`config.mk`:
```
export PLATFORM = sky130hd
export DESIGN_NAME = gpio_bank_ctrl
export DESIGN_NICKNAME = d
export VERILOG_FILES = /design/src/rtl/gpio_bank_ctrl.sv
export SDC_FILE = /design/constraint.sdc
export NUM_CORES = 1
export LEC_CHECK = 0
export CORE_MARGIN = 8
export CORE_UTILIZATION = 54
export CTS_BUF_LIST = sky130_fd_sc_hd__clkbuf_8 sky130_fd_sc_hd__clkbuf_16
export CTS_CLUSTER_DIAMETER = 40
export DETAILED_ROUTE_END_ITERATION = 7
export HOLD_SLACK_MARGIN = 0.08
export PLACE_DENSITY = 0.77
export REMOVE_ABC_BUFFERS = 1
export SYNTH_ARGS = -nofsm -noshare
export SYNTH_HDL_FRONTEND = slang
export SYNTH_SLANG_ARGS = --single-unit
```
`constraint.sdc`:
```
create_clock -name io_sys_clock -period 10.7 [get_ports io_sys_clock]
set_clock_uncertainty 0.15 [all_clocks]
set_input_delay 2.14 -clock io_sys_clock [delete_from_list [all_inputs] [get_ports io_sys_clock]]
set_output_delay 2.14 -clock io_sys_clock [all_outputs]
set_load 0.1 [all_outputs]
```
`src/rtl/gpio_bank_ctrl.sv`:
```
// GPIO bank controller: APB3-style register file, synchronised inputs, edge interrupts.
// Optional per-pin debounce filter is built when GPIO_DEBOUNCE_EN is defined.
module gpio_bank_ctrl #(
  parameter int WIDTH       = 32,
  parameter int SYNC_STAGES = 2,
  parameter int DEB_CNT_W   = 16
) (
  input  logic             io_sys_clock,
  input  logic             io_sys_reset,
  input  logic             io_bus_sel,
  input  logic             io_bus_enable,
  input  logic             io_bus_write,
  input  logic [4:0]       io_bus_addr,
  input  logic [31:0]      io_bus_wdata,
  output logic [31:0]      io_bus_rdata,
  output logic             io_bus_ready,
  input  logic [WIDTH-1:0] io_pins_read,
  output logic [WIDTH-1:0] io_pins_write,
  output logic [WIDTH-1:0] io_pins_writeEnable,
  output logic             io_irq
);

  localparam logic [2:0] IDX_IN       = 3'd0;
  localparam logic [2:0] IDX_OUT      = 3'd1;
  localparam logic [2:0] IDX_DIR      = 3'd2;
  localparam logic [2:0] IDX_RISE_EN  = 3'd3;
  localparam logic [2:0] IDX_FALL_EN  = 3'd4;
  localparam logic [2:0] IDX_PENDING  = 3'd5;
  localparam logic [2:0] IDX_DEBOUNCE = 3'd6;

  // Bus handshake: a transfer is the APB access phase (sel & enable). The slave never
  // stalls, so ready is constant 1; a write commits on the clock edge that ends the
  // access phase, and read data is combinational for the whole access phase.
  logic             wr_en;
  logic             rd_en;
  logic [2:0]       reg_idx;
  logic [WIDTH-1:0] wdata_w;
  logic             unused_bus_bits;

  assign wr_en           = io_bus_sel & io_bus_enable & io_bus_write;
  assign rd_en           = io_bus_sel & io_bus_enable & ~io_bus_write;
  assign reg_idx         = io_bus_addr[4:2];
  assign wdata_w         = io_bus_wdata[WIDTH-1:0];
  assign unused_bus_bits = ^{io_bus_addr[1:0], io_bus_wdata};
  assign io_bus_ready    = 1'b1;

  logic [WIDTH-1:0] out_q;
  logic [WIDTH-1:0] dir_q;
  logic [WIDTH-1:0] rise_en_q;
  logic [WIDTH-1:0] fall_en_q;
  logic [WIDTH-1:0] pending_q;
  logic [WIDTH-1:0] prev_q;
  logic             irq_q;

  logic [SYNC_STAGES-1:0][WIDTH-1:0] sync_q;
  logic [WIDTH-1:0] synced;
  logic [WIDTH-1:0] in_val;
  logic [31:0]      deb_rd;

  assign synced = sync_q[SYNC_STAGES-1];

  always_ff @(posedge io_sys_clock or posedge io_sys_reset) begin
    if (io_sys_reset) begin
      sync_q <= '0;
    end else begin
      sync_q[0] <= io_pins_read;
      for (int i = 1; i < SYNC_STAGES; i++) begin
        sync_q[i] <= sync_q[i-1];
      end
    end
  end

`ifdef GPIO_DEBOUNCE_EN
  logic [DEB_CNT_W-1:0]  deb_q;
  logic [DEB_CNT_W-1:0]  pre_q;
  logic [WIDTH-1:0]      filt_q;
  logic [WIDTH-1:0][1:0] diff_cnt_q;
  logic                  deb_wr;
  logic                  tick;

  assign deb_wr = wr_en && (reg_idx == IDX_DEBOUNCE);
  assign tick   = (deb_q != '0) && (pre_q == deb_q - DEB_CNT_W'(1));
  assign in_val = (deb_q == '0) ? synced : filt_q;
  assign deb_rd = 32'(deb_q);

  // While bypassed the filter tracks the synchroniser so enabling debounce starts clean.
  always_ff @(posedge io_sys_clock or posedge io_sys_reset) begin
    if (io_sys_reset) begin
      deb_q      <= '0;
      pre_q      <= '0;
      filt_q     <= '0;
      diff_cnt_q <= '0;
    end else if (deb_wr) begin
      deb_q      <= io_bus_wdata[DEB_CNT_W-1:0];
      pre_q      <= '0;
      diff_cnt_q <= '0;
    end else if (deb_q == '0) begin
      pre_q      <= '0;
      filt_q     <= synced;
      diff_cnt_q <= '0;
    end else begin
      pre_q <= tick ? '0 : pre_q + DEB_CNT_W'(1);
      if (tick) begin
        for (int i = 0; i < WIDTH; i++) begin
          if (synced[i] != filt_q[i]) begin
            if (diff_cnt_q[i] == 2'd2) begin
              filt_q[i]     <= synced[i];
              diff_cnt_q[i] <= 2'd0;
            end else begin
              diff_cnt_q[i] <= diff_cnt_q[i] + 2'd1;
            end
          end else begin
            diff_cnt_q[i] <= 2'd0;
          end
        end
      end
    end
  end
`else
  assign in_val = synced;
  assign deb_rd = '0;
`endif

  logic [WIDTH-1:0] edge_set;
  logic [WIDTH-1:0] w1c_mask;

  assign edge_set = (in_val & ~prev_q & rise_en_q) | (~in_val & prev_q & fall_en_q);
  assign w1c_mask = (wr_en && (reg_idx == IDX_PENDING)) ? wdata_w : '0;

  always_ff @(posedge io_sys_clock or posedge io_sys_reset) begin
    if (io_sys_reset) begin
      out_q     <= '0;
      dir_q     <= '0;
      rise_en_q <= '0;
      fall_en_q <= '0;
      pending_q <= '0;
      prev_q    <= '0;
      irq_q     <= 1'b0;
    end else begin
      if (wr_en) begin
        case (reg_idx)
          IDX_OUT:     out_q     <= wdata_w;
          IDX_DIR:     dir_q     <= wdata_w;
          IDX_RISE_EN: rise_en_q <= wdata_w;
          IDX_FALL_EN: fall_en_q <= wdata_w;
          default:     ;
        endcase
      end
      prev_q    <= in_val;
      // A new edge in the same cycle as its W1C keeps the bit set.
      pending_q <= (pending_q & ~w1c_mask) | edge_set;
      irq_q     <= |(pending_q & (rise_en_q | fall_en_q));
    end
  end

  always_comb begin
    io_bus_rdata = '0;
    if (rd_en) begin
      case (reg_idx)
        IDX_IN:       io_bus_rdata = 32'(in_val);
        IDX_OUT:      io_bus_rdata = 32'(out_q);
        IDX_DIR:      io_bus_rdata = 32'(dir_q);
        IDX_RISE_EN:  io_bus_rdata = 32'(rise_en_q);
        IDX_FALL_EN:  io_bus_rdata = 32'(fall_en_q);
        IDX_PENDING:  io_bus_rdata = 32'(pending_q);
        IDX_DEBOUNCE: io_bus_rdata = deb_rd;
        default:      io_bus_rdata = '0;
      endcase
    end
  end

  assign io_pins_write       = out_q;
  assign io_pins_writeEnable = dir_q;
  assign io_irq              = irq_q;

endmodule

```
* Word level (Yosys, flattened, before mapping) *
Index checks and enable logic that the tools add are counted.

cells by class
  bitwise operators = 16
  reductions and logical operators = 7
  multiplexer cells = 3
  eq/ne operators = 5

operators by type and width
  kind                                                  number
  AND 32 bit                                            6
  case mux 32 bit (6 select lines)                      1
  inverter 32 bit                                       3
  bitwise OR 32 bit                                     3
  two-way mux 32 bit                                    2
  OR reduction 32 bit                                   1
  AND reduction 2 bit                                   4
  equality test 3 x 2 -> 1 bit (second input constant)  2
  equality test 3 bit (second input constant)           2
  AND 1 bit                                             3
  equality test 3 x 1 -> 1 bit (second input constant)  1
  logical NOT 3 bit                                     1
  logical AND 1 bit                                     1
  inverter 1 bit                                        1

word-level totals
  logic and storage cells = 40
  register bits after elaboration = 257

* Depth between registers and ports, before layout *
Gate-level depths: netlist (run 1).

  depth in word-level cells = 7
  depth in mapped cells = 7

* Worst setup path after synthesis (run 1) *
No wires, ideal clock.

  path kind = input to output
  from = input io_bus_addr[2]
  to = output io_bus_rdata[26]
  slack = 4.127 ns
  arrival = 4.283 ns
  required time = 8.410 ns
  cell stages on the path = 7
  path buffers = 3
  cells stage by stage = buf_4 > buf_4 > buf_4 > mux2i_1 > o21ai_0 > a222oi_1 > nor2_1

on the way
  cells in the longest elaborated chain, start to end = 3
  elaborated cells between the ends (all ways) = 8

RTL lines
  what                                         line  RTL
  from (decl)                                  13    input logic [4:0] io_bus_addr,
  equality test 3 bit (tied with other cells)  159   case (reg_idx)
  case mux 32 bit (6 select lines) *           159
  two-way mux 32 bit *                         158   if (rd_en) begin
  to (decl)                                    15    output logic [31:0] io_bus_rdata,

Mark *: on every way between the ends. The rest lies on a longest branch, timed or not.

* Final worst setup path (run 1) *
  from = input io_bus_addr[4]
  to = output io_bus_rdata[22]

Same word-level chain as after synthesis.

==> flow_summary_export.csv, run 1 <==
group,metric,value,unit
sta,slew_viol_final,0,
min_path,min_path_type,"reg2reg",
yosys,synth_top_family_by_area,"multiplexers",
yosys,synth_warnings,0,
global_route,grt_antenna_before_repair,2,
worst_setup_path,critPathMaxFanout,23,
worst_setup_path,r2r_cells,4,
clock_tree,cts-root-buf,"clkbuf_16",
cells_and_area,antennaDiodeCount,0,
pwr,powerDensity,235,nW/µm²
cells_and_area,fillCellCount,1398,
placed_design,place_hpwl,17.2,mm
cells_and_area,drive_gt1_frac,0.231,
yosys,syn_inst,824,
floorplan,start_util,0.547,
clock_tree,clk_latency,0.50,ns
yosys,synth_edf_count,0,
floorplan,coreArea,20100,µm²
global_route,grt_max_degree,131,
yosys,synth_sequential_area_ratio,0.585,
min_path,hold_path_depth,0,
global_route,grt_pass1_wl,43.7,mm
routing,vias_per_cell,5.82,
clock_tree,holdBufCountCts,0,
routing,via_count,7495,
pwr,p_leak,0.00608,µW
pwr,vdd_drop_max,0.000208,V
placed_design,post-place-ws,2.83,ns
clock_tree,path_clk_slew,0.06,ns
floorplan,num_rows,52,
yosys,synth_compound_area_frac,0.0889,
sta,relSlewSlack,0.290,
sta,period_minus_slack,7.88,ns
routing,drtIter0Drc,477,
run_status,status,"finished, final reports clean",
global_route,first_global_vias,8076,
yosys,synthFlopType,"dfrtp_1",
yosys,muxShareOfSynthArea,0.216,
cells_and_area,nets,1069,
floorplan,die_area,25200,µm²
yosys,synth_xor_area_frac,0,
yosys,ys_ff_latch,257,
yosys,async_flop_share,1.00,
cells_and_area,layout_common_cells,"dfrtp_1, clkdlybuf4s50_1, mux2_2",
routing,drtAntennaViolNets,0,
sta,fin_crit_sh,0.736,
clock_tree,cts_sinks,257,
sta,fmax,127,MHz
sta,rsz0062_at_grt,"false",
routing,drc,0,
cells_and_area,syn_to_final_growth,28.3,%
sta,setup_ws,2.82,ns
placed_design,place_congestion,0.794,
floorplan,ios,172,
global_route,grt_use_total,0.225,
worst_setup_path,cp.required,8.41,ns
worst_setup_path,worstSetupStartpointType,"input pin",
yosys,synth.distinct_cells,38,
routing,wl_per_cell,21.4,µm
sta,finalHoldViolations,0,
sta,setup_viol,0,
yosys,syn_area_per_cell,13.3,µm²
clock_tree,cts_resized,0,
cells_and_area,layout_commonest_cell,"dfrtp_1",
global_route,gr-total-overflow,0,
worst_setup_path,arrival,5.59,ns
worst_setup_path,timing.setup.critical_path_class,"in2out",
routing,firstDrtPassIters,6,
clock_tree,clockBufferDepth,3,
flow_run,maxCapViolCount,0,
yosys,synthAdderAreaFrac,0,
clock_tree,cts_tree,"built",
floorplan,die_w,159,µm
clock_tree,numCtsBuffers,37,
yosys,synth_simple_gate_area_frac,0.0690,
floorplan,dieHeight,159,µm
yosys,synth.cell_area,11000,µm²
clock_tree,h-tree-depth,2,
clock_tree,postCtsSetupBuffers,0,
worst_setup_path,end_kind,"primary output",
routing,totalWireLength,27.6,mm
sta,max_slew.worst_pin.slew,1.06,ns
sta,totalNegativeSetupSlack,0,ns
placed_design,io_buffers,168,
## layout make-up
type                       instances  area (µm²)  share of cell area
clock buffer                      42         995              0.0706
timing repair buffer             175        1730               0.122
sequential                       257        6430               0.456
tap                              270         338              0.0240
multi-input combinational        489        4120               0.292
clock inverter                    20         343              0.0243
inverter                          35         144              0.0102
## cell families after synthesis
group | Yosys count
buf+inv | 78
mux | 192
simple gates | 143
flops | 257
other cells | 1
compound gates | 153
## metrics by stage
stage,util,power [µW],instance area [µm²],hold WS (ns),cells
3_5_place_dp,0.635,2030,12800,0.185,1226
3_3_place_gp,0.635,2010,12800,0.181,1226
6_report,0.701,3320,14100,0.190,1288
2_1_floorplan,-,1790,10700,0.181,781
4_1_cts,0.701,3340,14100,0.191,1288
5_1_grt,0.701,3440,14100,0.197,1288
## per-layer routing
layer	wire length, µm	vias up	global-route usage
met5	9	-	0
met4	630	2	0.0795
met3	2220	51	0.0548
met2	13000	282	0.359
met1	11800	3821	0.297
li1	-	3339	-
## worst max-delay path: stages
cell	delay, ns
clkdlybuf4s50_1	0.55
buf_4	0.31
inv_1	0.62
and2_1	0.45
a221oi_1	0.16
nor2_1	0.13
clkdlybuf4s50_1	1.20
## flip-flops by register name (all words and copies together), names as in the netlist
name                 cells
io_irq                   1
io_pins_writeEnable     32
prev_q                  32
io_pins_write           32
rise_en_q               32
fall_en_q               32
in_val                  32
pending_q               32
sync_q                  32
## synth_stat cells (all sizes together) (4+ instances only)
master	count	area [µm²]
nand3b	32	240
nand3	8	40.0
clkbuf	7	26.3
inv	35	136
dfrtp	257	6430
o22ai	7	43.8
a21oi	11	55.1
a222oi	9	90.1
o21ai	70	350
a221oi	7	61.3
nand2	35	136
o22a	4	35.0
o211ai	32	240
a22oi	10	75.1
nand4	8	50.1
mux4	12	270
mux2	147	1770
nor2b	5	33.8
mux2i	33	330
buf	36	288
nor2	45	185
## power breakdown
part	internal (µW)	switching, µW
logic	262	542
registers	1100	111
clock network	881	423
## final timing paths
| path | end | from | slack, ns |
|---|---|---|---|
| setup / recovery | io_bus_rdata[22] | io_bus_addr[4] | 2.82 |
| hold / removal | in_val[22]$_DFF_PP0_ | sync_q[22]$_DFF_PP0_ | 0.19 |
| setup reg to reg | io_irq$_DFF_PP0_ | rise_en_q[5]$_DFFE_PP0P_ | 9.06 |
| hold reg to reg | in_val[22]$_DFF_PP0_ | sync_q[22]$_DFF_PP0_ | 0.19 |
| max in group asynchronous | fall_en_q[15]$_DFFE_PP0P_ | io_sys_reset | 6.86 |
| min in group asynchronous | in_val[8]$_DFF_PP0_ | io_sys_reset | 2.05 |
(Power assumes the default switching activity.)
==> run 2: changes to the inputs <==
--- a/config.mk
+++ b/config.mk
@@ -6,12 +6,12 @@
 export NUM_CORES = 1
 export LEC_CHECK = 0
 export CORE_MARGIN = 8
-export CORE_UTILIZATION = 54
+export CORE_UTILIZATION = 49
 export CTS_BUF_LIST = sky130_fd_sc_hd__clkbuf_8 sky130_fd_sc_hd__clkbuf_16
 export CTS_CLUSTER_DIAMETER = 40
 export DETAILED_ROUTE_END_ITERATION = 7
 export HOLD_SLACK_MARGIN = 0.08
-export PLACE_DENSITY = 0.77
+export PLACE_DENSITY = 0.74
 export REMOVE_ABC_BUFFERS = 1
 export SYNTH_ARGS = -nofsm -noshare
 export SYNTH_HDL_FRONTEND = slang
==> constraint.sdc (replaced) <==
create_clock -name io_sys_clock -period 6.9 [get_ports io_sys_clock]
set_clock_uncertainty 0.15 [all_clocks]
set_input_delay 1.38 -clock io_sys_clock [delete_from_list [all_inputs] [get_ports io_sys_clock]]
set_output_delay 1.38 -clock io_sys_clock [all_outputs]
set_load 0.1 [all_outputs]
==> run 2 against run 1 <==
Against the previous run:
- total power is 51% higher
- sequential share of layout area decreased by 0.15 points
- sequential cell count did not move
- register-to-register slack got worse by 3.8 ns
- first-iteration DRC count is 19% higher
- critical path depth shrank 1
- sequential power rose by 55%
- critical path type unchanged
- worst hold slack worse by 0.00081 ns
==> flow_summary_export.csv, run 2 (synthesis gave the netlist of run 1 again) <==
group,metric,value,unit
run_status,status,"finished, final reports clean",
cells_and_area,layout_common_cells,"dfrtp_1, clkdlybuf4s50_1, mux2_2",
clock_tree,h-tree-depth,2,
sta,max_slew.worst_pin.slew,1.08,ns
cells_and_area,syn_to_final_growth,28.7,%
pwr,power.internal,3310,µW
routing,drtAntennaViolNets,0,
cells_and_area,layout_commonest_cell,"dfrtp_1",
worst_setup_path,critPathLaunch,"io_bus_addr[4]",
worst_setup_path,crit_end,"io_bus_rdata[30]",
min_path,hold_path_depth,0,
placed_design,post-place-ws,1.36,ns
clock_tree,clk_latency,0.52,ns
floorplan,die_area,27500,µm²
flow_run,maxCapViolCount,0,
routing,wl_per_cell,21.4,µm
sta,relSlewSlack,0.281,
clock_tree,cts-root-buf,"clkbuf_16",
sta,whs,0.189,ns
routing,totalWireLength,28.0,mm
clock_tree,cts_resized,0,
pwr,vdd_drop_max,0.000241,V
routing,via_count,7404,
clock_tree,path_clk_slew,0.06,ns
cells_and_area,drive_gt1_frac,0.264,
worst_setup_path,end_kind,"primary output",
routing,drtIter0Drc,570,
routing,drc,0,
global_route,gr-total-overflow,0,
worst_setup_path,ff2ff_setup_slack,5.28,ns
worst_setup_path,cp.required,5.37,ns
placed_design,io_buffers,168,
min_path,min_path_type,"reg2reg",
placed_design,place_congestion,0.776,
pwr,pwr-share-clk,0.375,
sta,setup_viol,0,
sta,setup_ws,1.34,ns
worst_setup_path,arrival,4.03,ns
worst_setup_path,path_depth,6,
worst_setup_path,r2r_cells,4,
floorplan,start_util,0.502,
worst_setup_path,crit_family,"simple AND/OR/NAND/NOR gates",
sta,slew_viol_final,0,
worst_setup_path,cp_num_buf_inv,3,
sta,fmax,180,MHz
cells_and_area,nets,1071,
worst_setup_path,timing.rr.start,"fall_en_q[29]$_DFFE_PP0P_",
worst_setup_path,cpPeakStageDelay,0.78,ns
clock_tree,numCtsBuffers,39,
clock_tree,cts_sinks,257,
global_route,grt_max_degree,145,
floorplan,die_w,166,µm
pwr,powerDensity,354,nW/µm²
placed_design,place_hpwl,17.6,mm
pwr,combPwrFrac,0.250,
pwr,power,5000,µW
sta,finalHoldViolations,0,
sta,rsz0062_at_grt,"false",
worst_setup_path,critPathMaxFanout,32,
sta,totalNegativeSetupSlack,0,ns
global_route,grt_use_total,0.201,
clock_tree,postCtsSetupBuffers,0,
pwr,p_leak,0.00617,µW
global_route,first_global_vias,8048,
worst_setup_path,timing.setup.critical_path_class,"in2out",
worst_setup_path,cpMaxStageDelayCell,"nand3_2",
worst_setup_path,rr_endpoint,"io_irq$_DFF_PP0_",
worst_setup_path,worstSetupStartpointType,"input pin",
clock_tree,holdBufCountCts,0,
global_route,grt_antenna_before_repair,1,
worst_setup_path,cp_cell_sequence,"clkdlybuf4s50_1, buf_4, a21oi_1, nand3_2, nor2_1, buf_12",
placed_design,place_area,12900,µm²
cells_and_area,final_area,14100,µm²
floorplan,coreArea,21900,µm²
pwr,switching_share,0.339,
routing,vias_per_cell,5.67,
global_route,grt_pass1_wl,44.7,mm
sta,period_minus_slack,5.56,ns
pwr,p_sw,1700,µW
cells_and_area,antennaDiodeCount,0,
floorplan,dieHeight,166,µm
floorplan,ios,172,
clock_tree,clockBufferDepth,3,
floorplan,num_rows,54,
clock_tree,cts_tree,"built",
sta,fin_crit_sh,0.806,
pwr,p_seq_frac,0.375,
routing,firstDrtPassIters,6,
## run 2: changes by cell type in the layout (fill, tap and decap cells not counted), sizes merged
| cell | previous run | this run |
|---|---|---|
| buf | 9 | 41 |
| clkbuf | 42 | 41 |
| clkdlybuf4s50 | 166 | 134 |
| inv | 39 | 42 |
| clkinv | 3 | 12 |
| bufinv | 9 | 3 |
| clkinvlp | 4 | 7 |
## run 2: final cells by class
class                   instances  area (µm²)
clock buffers                  41        1030
repair buffers                175        1830
multi-input cells             489        4120
inverters                      35         144
well taps                     280         350
flip-flops and latches        257        6430
clock inverters                29         238
fillers                      1662        7750
## run 2: how the worst min path moves through the flow
stage                         start                    to  slack (ns)
3_5_place_dp   sync_q[13]$_DFF_PP0_  in_val[13]$_DFF_PP0_        0.18
2_1_floorplan   sync_q[0]$_DFF_PP0_   in_val[0]$_DFF_PP0_        0.18
3_3_place_gp   sync_q[11]$_DFF_PP0_  in_val[11]$_DFF_PP0_        0.18
6_report        sync_q[3]$_DFF_PP0_   in_val[3]$_DFF_PP0_        0.19
4_1_cts         sync_q[3]$_DFF_PP0_   in_val[3]$_DFF_PP0_        0.19
5_1_grt         sync_q[3]$_DFF_PP0_   in_val[3]$_DFF_PP0_        0.19
## run 2: worst register-to-register path, delay by kind of cell (launching register included)
kind	cells	cell delay, ns
AO/OA/AOI/OAI	1	0.31
flip-flops	1	0.40
AND/OR/NAND/NOR	3	0.63
## run 2: power by group through the flow
| stage | sequential [µW] | clock (µW) | combinational, µW |
|---|---|---|---|
| floorplan | 2390 | 0 | 389 |
| global placement | 1890 | 0 | 1240 |
| detailed placement | 1900 | 0 | 1260 |
| CTS | 1880 | 1900 | 1260 |
| global route | 1910 | 1980 | 1310 |
| finish | 1880 | 1880 | 1250 |
## run 2: metrics by stage
stage	cells	utilization
floorplan	781	-
global placement	1236	0.588
detailed placement	1236	0.588
CTS	1306	0.646
global route	1306	0.646
finish	1306	0.646
## run 2: per-layer routing
layer  wire, µm  up-vias  GRT usage
li1           -     3354          -
met1      12400     3753      0.263
met2      13100      248      0.320
met3       1920       49     0.0535
met4        532        0     0.0658
met5          0        -          0
==> run 3: changes to the inputs <==
==> constraint.sdc (replaced) <==
create_clock -name io_sys_clock -period 4.55 [get_ports io_sys_clock]
set_clock_uncertainty 0.15 [all_clocks]
set_input_delay 0.91 -clock io_sys_clock [delete_from_list [all_inputs] [get_ports io_sys_clock]]
set_output_delay 0.91 -clock io_sys_clock [all_outputs]
set_load 0.1 [all_outputs]
==> run 3 against run 2 <==
Against the previous run:
- register-to-register slack got worse by 2.3 ns
- sequential power is 51% higher
- critical endpoint unchanged
- largest cell class unchanged
- clock power increased by 44%
- combinational power is 54% higher
- sequential cell count did not move
- die area did not move
- utilization up 1.4 points
==> flow_summary_export.csv, run 3 (synthesis gave the netlist of run 1 again) <==
group,metric,value,unit
run_status,status,"finished, final reports clean",
cells_and_area,antennaDiodeCount,0,
cells_and_area,finalNonFillerCells,1316,
worst_setup_path,cpMaxStageDelayCell,"clkdlybuf4s50_1",
sta,finalHoldViolations,0,
routing,drtIter0Drc,524,
global_route,grt_max_degree,113,
clock_tree,numCtsBuffers,35,
sta,fmax,247,MHz
sta,setup_ws,0.508,ns
worst_setup_path,critPathMaxFanout,10,
worst_setup_path,cpPeakStageDelay,0.49,ns
cells_and_area,syn_to_final_growth,31.5,%
sta,slew_viol_final,0,
worst_setup_path,arrival,2.98,ns
routing,drc,0,
placed_design,io_buffers,168,
floorplan,coreArea,21900,µm²
clock_tree,h-tree-depth,2,
worst_setup_path,cp_num_buf_inv,3,
global_route,first_global_vias,8040,
sta,whs,0.188,ns
clock_tree,path_clk_slew,0.06,ns
sta,totalNegativeSetupSlack,0,ns
clock_tree,cts_sinks,257,
cells_and_area,layout_commonest_cell,"dfrtp_1",
worst_setup_path,timing.setup.critical_path_class,"in2out",
global_route,grt_pass1_wl,44.7,mm
sta,relSlewSlack,0.277,
global_route,grt_use_total,0.199,
sta,rsz0062_at_grt,"false",
worst_setup_path,path_depth,7,
flow_run,maxCapViolCount,0,
placed_design,place_hpwl,18.6,mm
clock_tree,cts_tree,"built",
pwr,powerDensity,517,nW/µm²
clock_tree,clockBufferDepth,3,
sta,setup_viol,0,
cells_and_area,seqCellArea,6430,µm²
clock_tree,postCtsSetupBuffers,0,
sta,max_slew.worst_pin.slew,1.08,ns
clock_tree,cts-root-buf,"clkbuf_16",
worst_setup_path,end_kind,"primary output",
floorplan,num_rows,54,
placed_design,place_inst,1253,
placed_design,place_congestion,0.784,
worst_setup_path,worstSetupStartpointType,"input pin",
routing,drtAntennaViolNets,0,
floorplan,die_w,166,µm
pwr,p_leak,0.00627,µW
cells_and_area,drive_gt1_frac,0.272,
min_path,min_path_type,"reg2reg",
cells_and_area,layout_common_cells,"dfrtp_1, clkdlybuf4s50_1, mux2_2",
global_route,gr-total-overflow,0,
worst_setup_path,cp.required,3.49,ns
global_route,grt_antenna_before_repair,0,
placed_design,post-place-ws,0.579,ns
sta,period_minus_slack,4.04,ns
floorplan,dieHeight,166,µm
clock_tree,clk_latency,0.50,ns
routing,via_count,7486,
routing,totalWireLength,27.9,mm
floorplan,die_area,27500,µm²
cells_and_area,nets,1084,
routing,firstDrtPassIters,5,
floorplan,ios,172,
sta,fin_crit_sh,0.888,
routing,vias_per_cell,5.69,
pwr,vdd_drop_max,0.000436,V
worst_setup_path,crit_family,"simple AND/OR/NAND/NOR gates",
cells_and_area,fillCellCount,1615,
floorplan,start_util,0.502,
routing,wl_per_cell,21.2,µm
min_path,hold_path_depth,0,
cells_and_area,multi_input_area,4120,µm²
worst_setup_path,r2r_cells,4,
clock_tree,cts_resized,0,
cells_and_area,post-route-util,0.660,
clock_tree,holdBufCountCts,0,
worst_setup_path,cp_cell_sequence,"clkdlybuf4s50_1, buf_4, nor2b_1, and2_1, a222oi_1, nor2_1, buf_12",
run 3: area by class of cell:
class | count | area share
Clock buffer | 43 | 0.0698
Sequential cell | 257 | 0.445
Clock inverter | 20 | 0.0128
Timing Repair Buffer | 192 | 0.153
Multi-Input combinational cell | 489 | 0.285
Inverter | 35 | 0.00996
Tap cell | 280 | 0.0242
run 3: per-layer routing:
metal  GRT usage  vias to the layer above  wire length, µm
met3      0.0480                       32             1790
li1            -                     3378                -
met5           0                        -                0
met2       0.322                      244            13400
met1       0.265                     3832            12300
met4      0.0498                        0              348
run 3: where the power goes:
part	leakage (µW)	internal [µW]	switching, µW
Combinational	0.00262	639	1280
Clock	0.000591	1700	1010
Sequential	0.00306	2590	255
run 3: metrics by stage:
step / total power [µW] / area [µm²]
4_1_cts: 7540 / 14500
5_1_grt: 7760 / 14500
3_5_place_dp: 4800 / 13300
6_report: 7470 / 14500
2_1_floorplan: 4210 / 10700
3_3_place_gp: 4760 / 13300
run 3: path summary, 6_finish.rpt:
| kind | start | slack (ns) | endpoint |
|---|---|---|---|
| worst max-delay path | io_bus_addr[4] | 0.51 | io_bus_rdata[30] |
| worst min-delay path | sync_q[3]$_DFF_PP0_ | 0.19 | in_val[3]$_DFF_PP0_ |
| worst max register to register | rise_en_q[29]$_DFFE_PP0P_ | 3.00 | io_irq$_DFF_PP0_ |
| worst min register to register | sync_q[3]$_DFF_PP0_ | 0.19 | in_val[3]$_DFF_PP0_ |
| max in group asynchronous | io_sys_reset | 2.56 | sync_q[10]$_DFF_PP0_ |
| min in group asynchronous | io_sys_reset | 0.82 | in_val[8]$_DFF_PP0_ |
